$ cat config.mk
export PLATFORM = sky130hd
export DESIGN_NAME = cpl_header_gen
export DESIGN_NICKNAME = d
export VERILOG_FILES = /design/src/rtl/cpl_header_gen.sv
export SDC_FILE = /design/constraint.sdc
export NUM_CORES = 1
export LEC_CHECK = 0
export BUFFER_PORTS_ARGS = -buffer_cell sky130_fd_sc_hd__buf_2
export CORE_ASPECT_RATIO = 1.5
export CORE_UTILIZATION = 42
export DETAILED_ROUTE_END_ITERATION = 7
export PLACE_DENSITY = 0.76
export SYNTH_ARGS = -nofsm -noshare
export SYNTH_HDL_FRONTEND = slang
export SYNTH_SLANG_ARGS = --single-unit
export TNS_END_PERCENT = 10
$ cat constraint.sdc
create_clock -name i_clk -period 2 [get_ports i_clk]
set_input_delay 0.1 -clock i_clk [delete_from_list [all_inputs] [get_ports i_clk]]
set_output_delay 0.1 -clock i_clk [all_outputs]
set_load 0.01 [all_outputs]
$ cat src/rtl/cpl_header_gen.sv
// cpl_header_gen: builds a 3DW Cpl/CplD header from a mapper descriptor and meters CplD payload DWs
// Ports:
//   i_clk, i_n_rst                 clock, asynchronous active-low reset
//   i_completer_id                 this function's ID, sampled at capture
//   i_cpl_valid / o_cpl_info_inc   descriptor available / one-cycle pop pulse
//   i_cpl_*                        descriptor fields (type, requester ID, tag, TC, length, LA, error, byte count)
//   o_hdr / o_hdr_valid / i_hdr_ready   header handshake to the TX arbiter (DW0 in [95:64])
//   o_data_req / i_data_ack        payload DW metering
//   o_busy                         any state other than IDLE
module cpl_header_gen #(
  parameter int TAG_WIDTH          = 10,
  parameter int REQUESTER_ID_WIDTH = 16,
  parameter int PAYLOAD_LENGTH     = 10,
  parameter int TC_WIDTH           = 3,
  parameter int LOWER_ADDR_FIELD   = 7,
  parameter int BYTE_COUNT_WIDTH   = 12
) (
  input  logic                          i_clk,
  input  logic                          i_n_rst,
  input  logic [REQUESTER_ID_WIDTH-1:0] i_completer_id,
  input  logic                          i_cpl_valid,
  input  logic                          i_cpl_type,
  input  logic [REQUESTER_ID_WIDTH-1:0] i_cpl_requester_id,
  input  logic [TAG_WIDTH-1:0]          i_cpl_tag,
  input  logic [TC_WIDTH-1:0]           i_cpl_traffic_class,
  input  logic [PAYLOAD_LENGTH-1:0]     i_cpl_length,
  input  logic [LOWER_ADDR_FIELD-1:0]   i_cpl_lower_address,
  input  logic                          i_cpl_error_flag,
  input  logic [BYTE_COUNT_WIDTH-1:0]   i_cpl_initial_byte_count,
  output logic                          o_cpl_info_inc,
  output logic [95:0]                   o_hdr,
  output logic                          o_hdr_valid,
  input  logic                          i_hdr_ready,
  output logic                          o_data_req,
  input  logic                          i_data_ack,
  output logic                          o_busy
);
  typedef enum logic [1:0] {IDLE, HDR, DATA} state_t;
  localparam logic [PAYLOAD_LENGTH:0] ONE = 1;
  state_t state, state_nxt;
  logic [PAYLOAD_LENGTH:0] dw_cnt;
  logic [95:0] hdr_nxt;
  logic capture, hdr_fire, data_fire, is_cpld;
  assign capture   = state == IDLE && i_cpl_valid;
  assign hdr_fire  = o_hdr_valid && i_hdr_ready;
  assign data_fire = o_data_req && i_data_ack;
  // Fmt[1] of the captured header distinguishes CplD from Cpl, so no separate type flop is kept
  assign is_cpld   = o_hdr[94];
  always_comb begin
    hdr_nxt = {1'b0, i_cpl_type, 1'b0, 5'b01010, i_cpl_tag[9], i_cpl_traffic_class, i_cpl_tag[8], 9'd0,
               i_cpl_type ? i_cpl_length : {PAYLOAD_LENGTH{1'b0}},
               i_completer_id, 2'b00, i_cpl_error_flag, 1'b0, i_cpl_initial_byte_count,
               i_cpl_requester_id, i_cpl_tag[7:0], 1'b0,
               i_cpl_type ? i_cpl_lower_address : {LOWER_ADDR_FIELD{1'b0}}};
  end
  always_ff @(posedge i_clk or negedge i_n_rst) begin
    if (!i_n_rst) state <= IDLE;
    else state <= state_nxt;
  end
  always_comb begin
    state_nxt = capture ? HDR :
                (state == HDR && hdr_fire) ? (is_cpld ? DATA : IDLE) :
                (state == DATA && data_fire && dw_cnt == ONE) ? IDLE : state;
  end
  // The pop pulse is combinational; gating with reset keeps it silent while reset is asserted
  always_comb begin
    o_cpl_info_inc = capture && i_n_rst;
    o_hdr_valid    = state == HDR;
    o_data_req     = state == DATA;
    o_busy         = state != IDLE;
  end
  always_ff @(posedge i_clk or negedge i_n_rst) begin
    if (!i_n_rst) begin
      o_hdr  <= '0;
      dw_cnt <= '0;
    end else begin
      if (capture) o_hdr <= hdr_nxt;
      // A zero Length field means 1024 DWs: the zero-detect becomes the count's MSB
      if (hdr_fire && is_cpld) dw_cnt <= {o_hdr[73:64] == 10'd0, o_hdr[73:64]};
      else if (data_fire) dw_cnt <= dw_cnt - ONE;
    end
  end
endmodule

==> key figures <==
STA
  – Post-route clock skew: 0.00677 ns
  – RSZ-0062 raised after global routing: yes
  – Max_slew headroom: 66.0%
  – Final setup viols: 1
  – Min Tclk post-route: 2.00 ns
  – Pins Over Slew Limit: 0
  – Total negative setup slack: -0.000331 ns
  – Crit share post-route: 100%
  – FMAX: 500 MHz
  – Worst Tran Pin Value: 0.510 ns
  – Final count of hold timing violations: 0
  – Post-route setup slack: -0.000331 ns

Detailed routing
  – DRT Pass-1 Iters: 4
  – Initial DRC count: 186
  – ANT nets after route: 0
  – DR WL/cell: 14.2 um
  – DRC: 0
  – Vias per cell: 4.84
  – Vias: 3745
  – Post-Route WL: 11000 um

Floorplan
  – Core Area: 8830 um^2
  – DIE WIDTH: 79.8 um
  – Initial Util: 43.2%
  – FP Rows: 42
  – IO Pins: 181
  – Die height: 119 um
  – Die Area: 9480 um^2

Logic synthesis
  – Mapped Avg Cell Area: 8.83 um^2
  – Top FF cell, synth: dfrtp_1
  – Synth warn: 0
  – EDFF count, synth: 0
  – Synth Instances: 432
  – Sequential fraction of the synthesis area: 59.0%
  – Area contributors post-synth: dfrtp_1, nand2_1, buf_4, nand3_1, clkbuf_1
  – Yosys top cell by area: dfrtp_1
  – Post-synth top area share: 59.0%
  – Asr flop ratio synth: 100%
  – Yosys reg bits: 90
  – Mapped Area: 3820 um^2
  – Post-synth cell types: 35

Global route
  – Total gr overflow: 0
  – Vias in the first global route: 3850
  – Initial antenna violation count: 0
  – Largest net degree at the start of global routing: 91
  – GRT Overall Usage: 24.1%
  – First-pass GRT wire length: 17600 um

Layout
  – Area delta synth->final: 50.7%
  – Diodes inserted: 0
  – Final nets: 743
  – Share of cells above drive strength 1: 29.5%
  – Most common cell after layout, fill and taps aside: nand2_1
  – Most frequent cells in the layout: nand2_1, buf_2, dfrtp_1, dlygate4sd3_1, nand3_1
  – Fin area: 5750 um^2

Setup path
  – CP Max Fanout: 3
  – RR Startpoint: dw_cnt[0]$_DFFE_PN0P_
  – Worst path max stage delay: 0.47 ns
  – CP Launch Type: flip-flop
  – Setup crit start: dw_cnt[0]$_DFFE_PN0P_
  – Slowest-stage cell, CP: or4b_4
  – Critical Path End Type: flip-flop
  – Crit path cell chain: inv_1 > ha_4 > or4b_4 > or4_4 > o211ai_2 > o311ai_1
  – Critical Path RT: 2.19 ns
  – Crit path DAT: 2.19 ns
  – Critical path class: flip-flop to flip-flop

Clock tree
  – CTS clk-pin slew, worst paths: 0.06 ns
  – CTS root buffer: clkbuf_16
  – Htree depth: 3
  – Clock Tree Buf Depth: 2
  – CTS tree: built
  – Total CTS buffers: 9
  – Worst skew pair latency: 0.33 ns
  – Clock sink count: 90

Outcome
  – Status: finished with violations
  – Failing checks: negative setup slack

Min path
  – Hold WC Path Type: input port to flip-flop
  – Hold Startpoint: i_cpl_length[8]

Placed design
  – Placed Area: 4700 um^2
  – DP HPWL: 6760 um
  – IO Port Bufs: 162
  – GPL Wtd Cong: 0.871

Pwr
  – Maximum vdd drop: 0.809 mV
  – Power density over the cells: 1420 nW/um^2
  – P_leak: 3.18 nW

Run
  – Max Cap Violations: 0
## state kept, by name, summed over array words and instances (netlist names)
signal and count:
o_hdr 77, dw_cnt 11, state 2
## final cells by class
cell class / count / area (um^2)
clock buffers: 10 / 239
fillers: 665 / 3080
well taps: 110 / 138
repair buffers: 241 / 1600
clock inverters: 5 / 103
flip-flops and latches: 90 / 2250
inverters: 4 / 15.0
multi-input cells: 314 / 1400
## path summary, 6_finish.rpt
path / cells after the start / endpoint / slack [ns]
max in group asynchronous: 3 / o_hdr[53]$_DFFE_PN0P_ / 1.21
worst min register to register: 2 / o_hdr[5]$_DFFE_PN0P_ / 0.46
min in group asynchronous: 3 / o_hdr[66]$_DFFE_PN0P_ / 0.39
worst min-delay path: 3 / o_hdr[72]$_DFFE_PN0P_ / 0.009
worst max-delay path: 6 / dw_cnt[8]$_DFFE_PN0P_ / -0.0003
worst max register to register: 6 / dw_cnt[8]$_DFFE_PN0P_ / -0.0003
## critical path: cells and delay by family (launching register included)
family	cells	cell delay, ns
AO/OA/AOI/OAI	2	0.31
buffers and inverters	1	0.10
AND/OR/NAND/NOR	2	0.93
adder cells (fa/ha/maj)	1	0.15
flip-flops	1	0.38
## cells in the mapped netlist (all sizes together) (3+ instances only)
library cell	instances
a221o	3
buf	27
clkbuf	14
dfrtp	90
inv	4
nand2	223
nand3	20
nor2	8
nor4	4
o211ai	3
o21ai	7
o311ai	4
## repair_timing
item | 4_1_cts | 5_1_grt
endpoints found under the setup margin | 1 | 2
setup buffers | 1 | 0
pin swaps | 0 | 0
hold endpoints to repair | 158 | 0
hold buffers | 69 | 0
resized for setup | 1 | 2
## kinds of logic (layout without fill, tap and decap cells)
kind of cell               after synthesis  in the layout  share of synthesized area, %
and+or+nand+nor                        271            271                          29.3
DFF                                     90             90                          59.0
buffers and inverters                   45            260                          6.36
AOI/OAI and AO/OA                       21             21                          4.13
adders and majority gates                2              2                         0.656
xor gates and xnor gates                 2              2                         0.459
other                                    1             18                        0.0983
## power breakdown
part / switching [mW] / internal [mW] / total, mW
Combinational: 1.73 / 1.29 / 3.01
Sequential: 0.570 / 2.65 / 3.22
Clock: 0.663 / 1.25 / 1.91
## through the flow
step	instances	utilization, %	total power [mW]	worst slack [ns]	hold WS (ns)
global route	774	65.2	8.67	-0.0440	0.0216
detailed placement	689	53.2	6.07	-0.0526	0.232
global placement	689	53.2	5.94	0.0975	0.223
CTS	774	65.0	8.14	-0.0218	0.00383
finish	774	65.2	8.15	-0.000331	0.00942
floorplan	449	-	4.77	0.0938	-0.196
## layer usage
layer  share of wire, %  GRT usage, %  wire length [um]
met3                3.8          4.32               420
met1                 38          26.4              4200
met2                 54          41.9              5900
met5                  0             0                 0
met4                4.5          15.1               501
Power figures use the tool's default switching activity.
